<file path="config.mk">
export PLATFORM = sky130hd
export DESIGN_NAME = ryu_anim_controller
export DESIGN_NICKNAME = d
export VERILOG_FILES = /design/src/rtl/ryu_anim_controller.sv
export SDC_FILE = /design/constraint.sdc
export NUM_CORES = 1
export LEC_CHECK = 0
export ABC_AREA = 1
export BUFFER_PORTS_ARGS = -buffer_cell sky130_fd_sc_hd__buf_4
export CAP_MARGIN = 15
export CORE_ASPECT_RATIO = 1.1
export CORE_MARGIN = 1
export CORE_UTILIZATION = 49
export CTS_CLUSTER_SIZE = 24
export DETAILED_ROUTE_END_ITERATION = 10
export GPL_TIMING_DRIVEN = 0
export PLACE_DENSITY = 0.84
export SYNTH_ARGS = -nofsm -noshare
export SYNTH_HDL_FRONTEND = slang
export SYNTH_SLANG_ARGS = --single-unit
</file>
<file path="constraint.sdc">
create_clock -name vga_clk -period 1.6 [get_ports vga_clk]
set_input_delay 0.16 -clock vga_clk [delete_from_list [all_inputs] [get_ports vga_clk]]
set_output_delay 0.16 -clock vga_clk [all_outputs]
set_load 0.03 [all_outputs]
</file>
<file path="src/rtl/ryu_anim_controller.sv">
`default_nettype none
// ============================================================================
// Module      : ryu_anim_controller
// Description : Per-frame sequencer for the Ryu fighter sprite. Owns the
//               sprite position, the current animation (idle, walk, punch,
//               kick) and the animation frame index. State advances only on
//               the rising edge of frame_tick, so the renderer never sees a
//               change in the middle of a scan.
//
// Ports
//   vga_clk     in   1  system clock, rising edge
//   Reset       in   1  asynchronous, active-high reset
//   frame_tick  in   1  level frame strobe; each rising edge is one tick
//   move_left   in   1  walk-left request (level)
//   move_right  in   1  walk-right request (level)
//   punch_req   in   1  punch request (level)
//   kick_req    in   1  kick request (level)
//   RyuX        out 10  sprite left edge
//   RyuY        out 10  sprite top edge (constant)
//   sprite_sel  out  2  0 = IDLE, 1 = WALK, 2 = PUNCH, 3 = KICK
//   frame_idx   out  2  animation frame within the current sprite
//   busy        out  1  high while a punch or kick is playing
//   act_ack     out  1  one-cycle pulse when an action request is accepted
//
// Revision    : 1.0 - initial release
// ============================================================================
module ryu_anim_controller #(
  parameter int X_INIT       = 100,
  parameter int Y_INIT       = 250,
  parameter int X_MIN        = 0,
  parameter int X_MAX        = 527,
  parameter int STEP         = 2,
  parameter int HOLD         = 6,
  parameter int IDLE_FRAMES  = 4,
  parameter int WALK_FRAMES  = 4,
  parameter int PUNCH_FRAMES = 3,
  parameter int KICK_FRAMES  = 4
) (
  input  logic       vga_clk,
  input  logic       Reset,
  input  logic       frame_tick,
  input  logic       move_left,
  input  logic       move_right,
  input  logic       punch_req,
  input  logic       kick_req,
  output logic [9:0] RyuX,
  output logic [9:0] RyuY,
  output logic [1:0] sprite_sel,
  output logic [1:0] frame_idx,
  output logic       busy,
  output logic       act_ack
);

  localparam int HOLD_W = (HOLD > 1) ? $clog2(HOLD) : 1;

  localparam logic [HOLD_W-1:0] C_HOLD_LAST = HOLD_W'(HOLD - 1);
  localparam logic [10:0]       C_X_MAX_W   = 11'(X_MAX);
  localparam logic [10:0]       C_STEP_W    = 11'(STEP);
  localparam logic [9:0]        C_X_MIN_V   = 10'(X_MIN);
  localparam logic [9:0]        C_X_MAX_V   = 10'(X_MAX);
  localparam logic [9:0]        C_X_INIT_V  = 10'(X_INIT);
  localparam logic [9:0]        C_Y_INIT_V  = 10'(Y_INIT);

  // Encoding doubles as the sprite_sel output.
  typedef enum logic [1:0] {
    ST_IDLE  = 2'd0,
    ST_WALK  = 2'd1,
    ST_PUNCH = 2'd2,
    ST_KICK  = 2'd3
  } state_t;

  state_t            state_q,      state_d;
  logic [9:0]        x_q,          x_d;
  logic [1:0]        frame_q,      frame_d;
  logic [HOLD_W-1:0] hold_q,       hold_d;
  logic              busy_q,       busy_d;
  logic              ack_q,        ack_d;
  logic              punch_pend_q, punch_pend_d;
  logic              kick_pend_q,  kick_pend_d;
  logic              tick_prev_q,  tick_prev_d;

  logic              tick;
  logic              can_capture;
  logic [10:0]       x_ext;
  logic [10:0]       x_plus;
  logic [10:0]       x_minus;
  logic              right_sat;
  logic              left_sat;
  state_t            move_state;
  logic [1:0]        last_frame;

  // Index of the final frame of each animation loop.
  function automatic logic [1:0] frames_last(input state_t s);
    logic [1:0] r;
    case (s)
      ST_IDLE:  r = 2'(IDLE_FRAMES - 1);
      ST_WALK:  r = 2'(WALK_FRAMES - 1);
      ST_PUNCH: r = 2'(PUNCH_FRAMES - 1);
      ST_KICK:  r = 2'(KICK_FRAMES - 1);
      default:  r = 2'd0;
    endcase
    return r;
  endfunction

  // Position arithmetic at 11 bits: the extra bit catches overflow past
  // X_MAX on the way up and acts as the borrow flag on the way down.
  always_comb begin
    x_ext     = {1'b0, x_q};
    x_plus    = x_ext + C_STEP_W;
    x_minus   = x_ext - C_STEP_W;
    right_sat = (x_plus > C_X_MAX_W);
    left_sat  = x_minus[10] | (x_minus[9:0] < C_X_MIN_V);
  end

  always_comb begin
    state_d      = state_q;
    x_d          = x_q;
    frame_d      = frame_q;
    hold_d       = hold_q;
    busy_d       = busy_q;
    ack_d        = 1'b0;
    punch_pend_d = punch_pend_q;
    kick_pend_d  = kick_pend_q;
    tick_prev_d  = frame_tick;
    move_state   = state_q;
    last_frame   = frames_last(state_q);

    tick = frame_tick & ~tick_prev_q;

    // Request capture runs every cycle. Only one action can be pending,
    // and nothing is latched while an action is already playing.
    can_capture = ((state_q == ST_IDLE) || (state_q == ST_WALK)) &&
                  !punch_pend_q && !kick_pend_q;
    if (can_capture) begin
      if (punch_req) begin
        punch_pend_d = 1'b1;
        ack_d        = 1'b1;
      end else if (kick_req) begin
        kick_pend_d = 1'b1;
        ack_d       = 1'b1;
      end
    end

    if (tick) begin
      case (state_q)
        ST_IDLE, ST_WALK: begin
          if (punch_pend_q || kick_pend_q) begin
            state_d      = punch_pend_q ? ST_PUNCH : ST_KICK;
            punch_pend_d = 1'b0;
            kick_pend_d  = 1'b0;
            frame_d      = 2'd0;
            hold_d       = '0;
            busy_d       = 1'b1;
          end else begin
            if (move_right && !move_left) begin
              x_d        = right_sat ? C_X_MAX_V : x_plus[9:0];
              move_state = ST_WALK;
            end else if (move_left && !move_right) begin
              x_d        = left_sat ? C_X_MIN_V : x_minus[9:0];
              move_state = ST_WALK;
            end else begin
              move_state = ST_IDLE;
            end
            state_d = move_state;

            // Switching loops restarts the animation from its first frame.
            if (move_state != state_q) begin
              frame_d = 2'd0;
              hold_d  = '0;
            end else if (hold_q == C_HOLD_LAST) begin
              hold_d  = '0;
              frame_d = (frame_q == last_frame) ? 2'd0 : frame_q + 2'd1;
            end else begin
              hold_d = hold_q + HOLD_W'(1);
            end
          end
        end

        ST_PUNCH, ST_KICK: begin
          // One-shot: the last hold period of the last frame returns to idle.
          if (hold_q == C_HOLD_LAST) begin
            hold_d = '0;
            if (frame_q == last_frame) begin
              state_d = ST_IDLE;
              frame_d = 2'd0;
              busy_d  = 1'b0;
            end else begin
              frame_d = frame_q + 2'd1;
            end
          end else begin
            hold_d = hold_q + HOLD_W'(1);
          end
        end

        default: begin
          state_d = ST_IDLE;
        end
      endcase
    end
  end

  // tick_prev resets high so a strobe already asserted at reset release
  // does not register as a tick.
  always_ff @(posedge vga_clk or posedge Reset) begin
    if (Reset) begin
      state_q      <= ST_IDLE;
      x_q          <= C_X_INIT_V;
      frame_q      <= 2'd0;
      hold_q       <= '0;
      busy_q       <= 1'b0;
      ack_q        <= 1'b0;
      punch_pend_q <= 1'b0;
      kick_pend_q  <= 1'b0;
      tick_prev_q  <= 1'b1;
    end else begin
      state_q      <= state_d;
      x_q          <= x_d;
      frame_q      <= frame_d;
      hold_q       <= hold_d;
      busy_q       <= busy_d;
      ack_q        <= ack_d;
      punch_pend_q <= punch_pend_d;
      kick_pend_q  <= kick_pend_d;
      tick_prev_q  <= tick_prev_d;
    end
  end

  assign RyuX       = x_q;
  assign RyuY       = C_Y_INIT_V;
  assign sprite_sel = state_q;
  assign frame_idx  = frame_q;
  assign busy       = busy_q;
  assign act_ack    = ack_q;

endmodule
`default_nettype wire

</file>
==> results of run 1 <==
==> path summary, 6_finish.rpt <==
path,slack (ps),endpoint,from
setup / recovery,-200,RyuX[0],RyuX[2]
hold / removal,3,punch_pend_q,Reset
setup reg to reg,-200,RyuX[0],RyuX[2]
hold reg to reg,530,RyuX[0],RyuX[0]
max in group asynchronous,1030,RyuX[1],Reset
min in group vga_clk,60,kick_pend_q,kick_req
==> power by group <==
group	total, mW	leakage, nW	switching, mW	internal [mW]
logic	1.93	0.774	1.16	0.764
clock network	0.320	0.0210	0.182	0.139
registers	1.04	0.268	0.264	0.773
total	3.28	1.06	1.61	1.68
==> per-layer routing <==
layer,up-vias,GRT usage [%],routed length [um]
li1,798,-,-
met1,736,25.5,1560
met2,47,36.3,1900
met3,12,2.08,165
met4,0,7.93,90
met5,-,0,0
==> through the flow <==
stage	utilization, %	instances
4_1_cts	64.9	305
3_5_place_dp	60.8	296
5_1_grt	68.4	309
2_1_floorplan	-	240
6_report	68.4	309
3_3_place_gp	60.8	296
==> layout by cell type, fill, tap and decap left out, types with 3 or more instances in the layout <==
cell      synthesis  final
nand3_1          16      9
o21ai_0          13     11
conb_1            2     10
buf_6             1      3
nand2_1          53     45
dfrtp_1          18     17
buf_4            12     41
dfstp_2           4      4
clkbuf_4          0      3
nor2_1           28     22
o21ai_1           2      4
a21oi_2           2      8
inv_2             3      5
nand2_2           5     13
inv_1            32     30
nand4_1           3      3
nor2_2            0      4
a21oi_1          14      8
nand3_2           2      8
nor2_4            1      3
==> flip-flops by register name, indices dropped and copies added (netlist names) <==
register / count
frame_idx: 2
sprite_sel: 2
kick_pend_q: 1
hold_q: 3
busy: 1
tick_prev_q: 1
RyuX: 10
act_ack: 1
punch_pend_q: 1
==> logic make-up after synthesis <==
logic type | count (synthesis) | synth area share, %
muxes | 1 | 0.618
AOI/OAI and AO/OA | 39 | 13.8
xor gates and xnor gates | 3 | 1.62
DFF | 22 | 34.3
and+or+nand+nor | 112 | 31.5
other | 2 | 0.464
adders and majority gates | 4 | 3.09
buffers and inverters | 49 | 14.7
==> cell type report <==
type	count	area [sq um]	share of cell area, %
Timing Repair Buffer	32	250	11.8
Clock buffer	4	36.3	1.71
Sequential cell	22	557	26.2
Multi-Input combinational cell	169	1000	47.3
Inverter	35	131	6.19
Tap cell	34	42.5	2.00
Buffer	13	101	4.78
==> critical path, stage by stage (launching register included) <==
cell	delay, ps
dfstp_2	610
buf_6	130
nand3_1	120
o21bai_1	230
nand2_2	80
nand2_1	70
nor2_1	50
nand2_2	110
nand2_4	100
nand2_1	70
nand2_1	50
nand2_1	50
nand2_1	50
==> what timing repair did <==
action,4_1_cts,5_1_grt
gates cloned,0,0
hold buffers,1,0
setup endpoints to repair,10,12
resized for setup,11,24
endpoints found under the hold margin,1,0
pin swaps,10,11
setup buffers,4,5
==> out/metrics.cfg, run 1 <==
[clocking]
root_buffer = clkbuf_4
cts.sinks = 22
cts_made_buffers = 3
h-tree-depth = 1
cts.path.max_buffers = 2
clk_latency_ps = 310
cts.clk_slew.worst_paths_ps = 130
cts_tree = built

[detailed_routing]
ant_nets = 0
wirelength_um = 3710
drc = 6
dr_total_vias = 1593
wire_per_inst_um = 12.0
drtIter0Drc = 124
drt_pass1_iterations = 7
via_per_inst = 5.16

[finish]
antenna_cells = 0
drive_gt1_share_pct = 37.1
final_cell_area_sq_mm = 0.00212
fillers = 271
nets = 287
area_growth_pct = 31.1

[timing]
setup_tns_ps = -1460
finalCriticalPeriod_ps = 1800
rsz0062_at_grt = true
finalHoldViolations = 0
worst_pin_slew_ps = 841
maxSlewHeadroom_pct = 43.9
slew_viol_final = 0
whs_ps = 2.86
fin_crit_sh_pct = 113
setup_viol = 10
fin_skew_ps = 5.27
clock.fmax_ghz = 0.555
setup_ws_ps = -201

[global_routing]
grt_max_degree = 23
grt_pass1_vias = 1441
antenna_found_initial = 0
overflow = 0
grt_util_all_layers_pct = 20.5
grt_pass1_wl_um = 5920

[floorplan]
dieArea_sq_mm = 0.00354
core.rowCount = 21
initial_core_util_pct = 52.2
die_w_um = 56.8
io_pins = 33
die_h_um = 62.3
core-area_sq_mm = 0.00310

[yosys]
synth-main-ff-cell = dfrtp_1
ys_top_cells_by_count = 53 x nand2_1, 32 x inv_1, 28 x nor2_1
synth_most_common_cell = nand2_1
avgSynthCellArea_sq_um = 6.98
synth_area_leaders = dfrtp_1 28%, nand2_1 12%, inv_1 7.4%
yosysUniqueCellTypes = 33
ys_ff_latch = 22
syn_area_sq_mm = 0.00162
yosysSeqAreaShare_pct = 34.3
synth_cells = 232
yosysTopAreaCell = dfrtp_1
yosysTopAreaCellShare_pct = 27.8
synth_edf_count = 0
yosysWarnings = 0
async_reset_ff_share_pct = 100

[worst_setup_path]
reg2regPathDepth = 12
critical_path_class = reg -> reg
cp-start-kind = register
path_max_fanout = 6
arrival_ps = 2010
cp-end-kind = register
required_ps = 1810

[place]
dp_hpwl_um = 2520
gp_congestion = 0.901
place_ws_ps = -225
placed_area_sq_mm = 0.00189
portBuffers = 22

[power_and_ir_drop]
fin_total_pwr_mw = 3.28
ir_worst_vdd_uv = 905
powerDensity_mw_per_mm2 = 1550
p_leak_nw = 1.06

[run_status]
violations = DRC, setup timing
outcome = finished with violations

[flow_run]
maxCapViolCount = 0

[worst_hold_path]
hold_class = in -> async

Note: power is estimated with default switching activity, not from simulation.
==> run 2, diff against run 1 <==
--- a/config.mk
+++ b/config.mk
@@ -14,7 +14,8 @@
 export CTS_CLUSTER_SIZE = 24
 export DETAILED_ROUTE_END_ITERATION = 10
 export GPL_TIMING_DRIVEN = 0
-export PLACE_DENSITY = 0.84
+export HOLD_SLACK_MARGIN = 0.12
+export PLACE_DENSITY = 0.75
 export SYNTH_ARGS = -nofsm -noshare
 export SYNTH_HDL_FRONTEND = slang
 export SYNTH_SLANG_ARGS = --single-unit
==> out/metrics.cfg, run 2 (same netlist as run 1, synthesis figures left out) <==
[timing]
rsz0062_at_grt = true  ; unchanged
setup_tns_ps = -1730  ; was -1460 ps
clock.fmax_ghz = 0.548  ; was 0.555 GHz
worst_pin_slew_ps = 864  ; was 841 ps
finalCriticalPeriod_ps = 1830  ; was 1800 ps
finalHoldViolations = 0  ; unchanged
fin_crit_sh_pct = 114  ; was 113%
maxSlewHeadroom_pct = 42.3  ; was 43.9%
setup_ws_ps = -225  ; was -201 ps
setup_viol = 10  ; unchanged
slew_viol_final = 0  ; unchanged
fin_skew_ps = 3.29  ; was 5.27 ps

[clocking]
clk_latency_ps = 310  ; about the same
cts.sinks = 22  ; unchanged
cts_tree = built  ; unchanged
h-tree-depth = 1  ; unchanged
cts_made_buffers = 3  ; unchanged
cts.clk_slew.worst_paths_ps = 130  ; about the same
cts.path.max_buffers = 2  ; unchanged
root_buffer = clkbuf_4  ; unchanged

[detailed_routing]
dr_total_vias = 1573  ; was 1,593
wire_per_inst_um = 11.6  ; was 12.0 um
drtIter0Drc = 65  ; was 124
drt_pass1_iterations = 7  ; unchanged
ant_nets = 0  ; unchanged
via_per_inst = 5.11  ; was 5.16
wirelength_um = 3580  ; was 3710 um
drc = 2  ; was 6

[place]
dp_hpwl_um = 2490  ; was 2520 um
portBuffers = 22  ; unchanged
placed_area_sq_mm = 0.00189  ; unchanged
gp_congestion = 0.893  ; was 0.901
place_ws_ps = -227  ; was -225 ps

[worst_setup_path]
cpPeakStageDelay_ps = 620  ; was 610 ps
cp-start-kind = register  ; unchanged
cp_slowest_cell = dfstp_2  ; unchanged
cp-end-kind = register  ; unchanged
startpoint = RyuX[2]  ; unchanged
critical_path_class = reg -> reg  ; unchanged
endpoint = RyuX[0]  ; unchanged
reg2reg_to = RyuX[0]  ; unchanged
arrival_ps = 2090  ; was 2010 ps
crit_buf_inv = 1  ; unchanged
r2r_start = RyuX[2]  ; unchanged
cp_num_cells = 12  ; unchanged
path_cells = inv_2 -> ha_4 -> a21oi_2 -> nand2_1 -> nand3_2 -> nor2_2 -> nand2_2 -> nand2_4 -> nand2_1 -> nand2_1 -> nand2_1 -> nand2_1  ; was buf_6 -> nand3_1 -> o21bai_1 -> nand2_2 -> nand2_1 -> nor2_1 -> nand2_2 -> nand2_4 -> nand2_1 -> nand2_1 -> nand2_1 -> nand2_1
reg2regPathDepth = 12  ; unchanged
required_ps = 1860  ; was 1810 ps
critPathTopFamily = simple AND/OR/NAND/NOR gates  ; unchanged
path_max_fanout = 6  ; unchanged
ff2ff_setup_slack_ps = -230  ; was -200 ps
cp_common_cell = nand2_1  ; unchanged

[finish]
mostFrequentLayoutCells = 47 x nand2_1, 38 x buf_4, 30 x inv_1  ; was 45 x nand2_1, 41 x buf_4, 30 x inv_1
final_common_cell = nand2_1  ; unchanged
drive_gt1_share_pct = 33.6  ; was 37.1%
largest_reg_flops = 10  ; unchanged
antenna_cells = 0  ; unchanged
fin_util_pct = 67.2  ; was 68.4%
nets = 286  ; was 287
final_cell_area_sq_mm = 0.00208  ; was 0.00212 sq mm
area_growth_pct = 28.7  ; was 31.1%

[floorplan]
initial_core_util_pct = 52.2  ; unchanged
dieArea_sq_mm = 0.00354  ; unchanged
core-area_sq_mm = 0.00310  ; unchanged
die_w_um = 56.8  ; unchanged
die_h_um = 62.3  ; unchanged
core.rowCount = 21  ; unchanged
io_pins = 33  ; unchanged

[global_routing]
overflow = 0  ; unchanged
grt_pass1_wl_um = 6130  ; was 5920 um
grt_max_degree = 23  ; unchanged
grt_util_all_layers_pct = 21.6  ; was 20.5%
grt_pass1_vias = 1455  ; was 1,441
antenna_found_initial = 0  ; unchanged

[worst_hold_path]
hold_class = in -> reg  ; was in -> async
min_from = frame_tick

[run_status]
outcome = finished with violations  ; unchanged
violations = DRC, setup timing  ; unchanged

[power_and_ir_drop]
powerDensity_mw_per_mm2 = 1490  ; was 1550 mW/mm^2
p_leak_nw = 1.05  ; was 1.06 nW
ir_worst_vdd_uv = 773  ; was 905 uV

[flow_run]
maxCapViolCount = 0  ; unchanged

## run 2: layout make-up
class                           instances  area [sq um]
Buffer                                 14           106
Sequential cell                        22           557
Inverter                               35           131
Clock buffer                            4          26.3
Timing Repair Buffer                   30           235
Multi-Input combinational cell        169           986
Fill cell                             282          1020
Tap cell                               34          42.5
## run 2: how the worst min path moves through the flow
stage / to / cells after the start
2_1_floorplan: RyuX[0] / 1
3_3_place_gp: tick_prev_q / 1
3_5_place_dp: tick_prev_q / 1
4_1_cts: hold_q[0] / 4
5_1_grt: hold_q[0] / 4
6_report: hold_q[0] / 4
## run 2: worst min-delay path, stage by stage
cell	delay (ps)
buf_4	80
nand2_1	160
inv_1	160
a21oi_1	80
## run 2: through the flow
step	hold WS, ps	cells	total power [mW]
2_1_floorplan	146	240	2.19
3_3_place_gp	278	296	2.60
3_5_place_dp	279	296	2.62
4_1_cts	337	306	2.98
5_1_grt	394	308	3.35
6_report	366	308	3.11
## run 2: routing by layer
layer  routed length (um)  GRT usage [%]  part of all wire [%]
met3                  113           2.71                   3.2
met1                 1600           27.5                    45
met2                 1840           36.5                    51
met4                   32           9.45                  0.89
met5                    0              0                     0
## run 2: power by group
group          switching, mW  leakage (nW)  internal, mW  total (mW)
Clock                  0.181        0.0150        0.0973       0.278
Combinational           1.10         0.767         0.703        1.80
Sequential             0.256         0.268         0.773        1.03
Total                   1.54          1.05          1.57        3.11
## run 2: repair_timing
item	4_1_cts	5_1_grt
hold buffers	4	0
pin swaps	8	14
setup endpoints to repair	10	12
hold endpoints to repair	21	0
buffers inserted	2	2
gates resized for setup	6	21
==> run 3, diff against run 2 <==
--- a/config.mk
+++ b/config.mk
@@ -10,12 +10,12 @@
 export CAP_MARGIN = 15
 export CORE_ASPECT_RATIO = 1.1
 export CORE_MARGIN = 1
-export CORE_UTILIZATION = 49
+export CORE_UTILIZATION = 55
 export CTS_CLUSTER_SIZE = 24
 export DETAILED_ROUTE_END_ITERATION = 10
 export GPL_TIMING_DRIVEN = 0
 export HOLD_SLACK_MARGIN = 0.12
-export PLACE_DENSITY = 0.75
+export PLACE_DENSITY = 0.8
 export SYNTH_ARGS = -nofsm -noshare
 export SYNTH_HDL_FRONTEND = slang
 export SYNTH_SLANG_ARGS = --single-unit
==> constraint.sdc (replaced) <==
create_clock -name vga_clk -period 1.7 [get_ports vga_clk]
set_input_delay 0.17 -clock vga_clk [delete_from_list [all_inputs] [get_ports vga_clk]]
set_output_delay 0.17 -clock vga_clk [all_outputs]
set_load 0.03 [all_outputs]
==> out/metrics.cfg, run 3 (same netlist as run 1, synthesis figures left out) <==
[run_status]
outcome = finished with violations  ; unchanged
violations = setup timing  ; was DRC, setup timing

[worst_setup_path]
critPathTopFamily = flip-flops  ; was simple AND/OR/NAND/NOR gates
crit_buf_inv = 1  ; unchanged
cp-end-kind = register  ; unchanged
cpPeakStageDelay_ps = 630  ; was 620 ps
path_max_fanout = 6  ; unchanged
arrival_ps = 2070  ; was 2090 ps
cp_slowest_cell = dfstp_2  ; unchanged
cp_common_cell = a21oi_1  ; was nand2_1
cp-start-kind = register  ; unchanged
path_cells = inv_2 -> ha_4 -> a21oi_1 -> nand2_1 -> nand3_2 -> nor2_2 -> nand2_2 -> nand2_4 -> nand3_1 -> a21oi_1  ; was inv_2 -> ha_4 -> a21oi_2 -> nand2_1 -> nand3_2 -> nor2_2 -> nand2_2 -> nand2_4 -> nand2_1 -> nand2_1 -> nand2_1 -> nand2_1
required_ps = 1950  ; was 1860 ps
critical_path_class = reg -> reg  ; unchanged
ff2ff_setup_slack_ps = -120  ; was -230 ps

[finish]
largest_reg_flops = 10  ; unchanged
mostFrequentLayoutCells = 49 x nand2_1, 35 x buf_4, 30 x inv_1  ; was 47 x nand2_1, 38 x buf_4, 30 x inv_1
nets = 286  ; unchanged
fin_util_pct = 74.2  ; was 67.2%
drive_gt1_share_pct = 29.9  ; was 33.6%
area_growth_pct = 27.4  ; was 28.7%
final_common_cell = nand2_1  ; unchanged
final_cell_area_sq_mm = 0.00206  ; was 0.00208 sq mm
antenna_cells = 0  ; unchanged

[timing]
rsz0062_at_grt = true  ; unchanged
fin_crit_sh_pct = 107  ; was 114%
finalHoldViolations = 0  ; unchanged
slew_viol_final = 0  ; unchanged
maxSlewHeadroom_pct = 42.7  ; was 42.3%
fin_skew_ps = 4.01  ; was 3.29 ps
setup_tns_ps = -699  ; was -1730 ps
finalCriticalPeriod_ps = 1820  ; was 1830 ps
setup_viol = 9  ; was 10
worst_pin_slew_ps = 859  ; was 864 ps
clock.fmax_ghz = 0.549  ; was 0.548 GHz
setup_ws_ps = -121  ; was -225 ps

[power_and_ir_drop]
seqPwrFrac_pct = 33.2  ; was 33.1%
fin_total_pwr_mw = 2.94  ; was 3.11 mW
ir_worst_vdd_uv = 1190  ; was 773 uV
p_int_mw = 1.51  ; was 1.57 mW
switchingPower_mw = 1.44  ; was 1.54 mW
p_leak_nw = 1.06  ; was 1.05 nW
powerDensity_mw_per_mm2 = 1430  ; was 1490 mW/mm^2
combinationalPowerShare_pct = 56.6  ; was 58.0%
swShare_pct = 48.9  ; was 49.4%
clkPwrFrac_pct = 10.2  ; was 8.9%

[worst_hold_path]
hold_class = in -> reg  ; unchanged

[detailed_routing]
drt_pass1_iterations = 4  ; was 7
wirelength_um = 3730  ; was 3580 um
ant_nets = 0  ; unchanged
drtIter0Drc = 49  ; was 65
wire_per_inst_um = 12.1  ; was 11.6 um
dr_total_vias = 1586  ; was 1,573
drc = 0  ; was 2
via_per_inst = 5.17  ; was 5.11

[global_routing]
grt_use_met1_pct = 30.4  ; was 27.5%
grt_util_all_layers_pct = 26.4  ; was 21.6%
grt_pass1_vias = 1530  ; was 1,455
grt_max_degree = 23  ; unchanged
grt_use_met2_pct = 46.9  ; was 36.5%
antenna_found_initial = 0  ; unchanged
grt_pass1_wl_um = 6160  ; was 6130 um
grt.busiest_layer = met2  ; unchanged
use_met3_pct = 3.88  ; was 2.71%
overflow = 0  ; unchanged

[clocking]
cts_made_buffers = 3  ; unchanged
h-tree-depth = 1  ; unchanged
clk_latency_ps = 320  ; was 310 ps
cts_tree = built  ; unchanged
cts.sinks = 22  ; unchanged
cts.clk_slew.worst_paths_ps = 130  ; about the same
cts.path.max_buffers = 2  ; unchanged
root_buffer = clkbuf_4  ; unchanged

[place]
place_ws_ps = -119  ; was -227 ps
gp_congestion = 0.909  ; was 0.893
portBuffers = 22  ; unchanged
placed_area_sq_mm = 0.00188  ; was 0.00189 sq mm
dp_hpwl_um = 2560  ; was 2490 um

[floorplan]
dieArea_sq_mm = 0.00316  ; was 0.00354 sq mm
initial_core_util_pct = 58.3  ; was 52.2%
die_h_um = 58.9  ; was 62.3 um
core-area_sq_mm = 0.00278  ; was 0.00310 sq mm
io_pins = 33  ; unchanged
core.rowCount = 20  ; was 21
die_w_um = 53.7  ; was 56.8 um

[flow_run]
maxCapViolCount = 0  ; unchanged

==> run 3: cell types whose count changed in the layout (fill, tap and decap cells not counted), moves of 3 or more <==
cell | before | now
nand3_1 | 9 | 14
nand3_2 | 8 | 3
a21oi_1 | 8 | 11
a21oi_2 | 8 | 5
buf_4 | 38 | 35
==> run 3: layer usage <==
metal  wire [um]  vias to the layer above  share of wire [%]
met5           0                        -                  0
met4          66                        0                1.8
met3         124                        9                3.3
met2        1940                       39                 52
met1        1590                      737                 43
li1            -                      801                  -
==> run 3: power by group through the flow <==
stage | combinational (mW) | clock (mW) | sequential (mW)
final | 1.67 | 0.301 | 0.977
after global routing | 1.81 | 0.323 | 1.01
after CTS | 1.58 | 0.306 | 0.953
after detailed placement | 1.51 | 0 | 0.962
after global placement | 1.48 | 0 | 0.959
after floorplan | 0.882 | 0 | 1.18
==> run 3: area by class of cell <==
cell class / count / area (sq um)
fill: 213 / 716
tap: 33 / 41.3
buffer: 14 / 106
sequential: 22 / 557
clock buffer: 4 / 36.3
inverter: 35 / 131
multi-input combinational: 169 / 945
timing repair buffer: 30 / 245
==> run 3: worst paths after layout <==
check | from | endpoint | cells after the start
max | RyuX[2] | RyuX[7] | 10
min | move_right | RyuX[6] | 5
max reg2reg | RyuX[2] | RyuX[7] | 10
min reg2reg | RyuX[0] | RyuX[0] | 2
max in group asynchronous | Reset | RyuX[1] | 3
min in group asynchronous | Reset | RyuX[7] | 3
==> run 3: repair_timing <==
item                                   CTS  global route
gates cloned                             0             0
endpoints found under the hold margin   21             0
gates resized for setup                  5            14
hold buffers                             5             0
buffers inserted                         2             1
setup endpoints to repair               10            12
pin swaps                                6             8
==> run 3: worst min-delay path, delay by kind of cell <==
family | cells | cell delay, ps
buffers and inverters | 2 | 280
adders and majority gates | 1 | 180
AOI/OAI and AO/OA | 1 | 50
and+or+nand+nor | 1 | 80
==> run 3: metrics by stage <==
step | hold WS (ps) | cells
2_1_floorplan | 156 | 240
3_3_place_gp | 287 | 295
3_5_place_dp | 288 | 295
4_1_cts | 423 | 306
5_1_grt | 439 | 307
6_report | 429 | 307
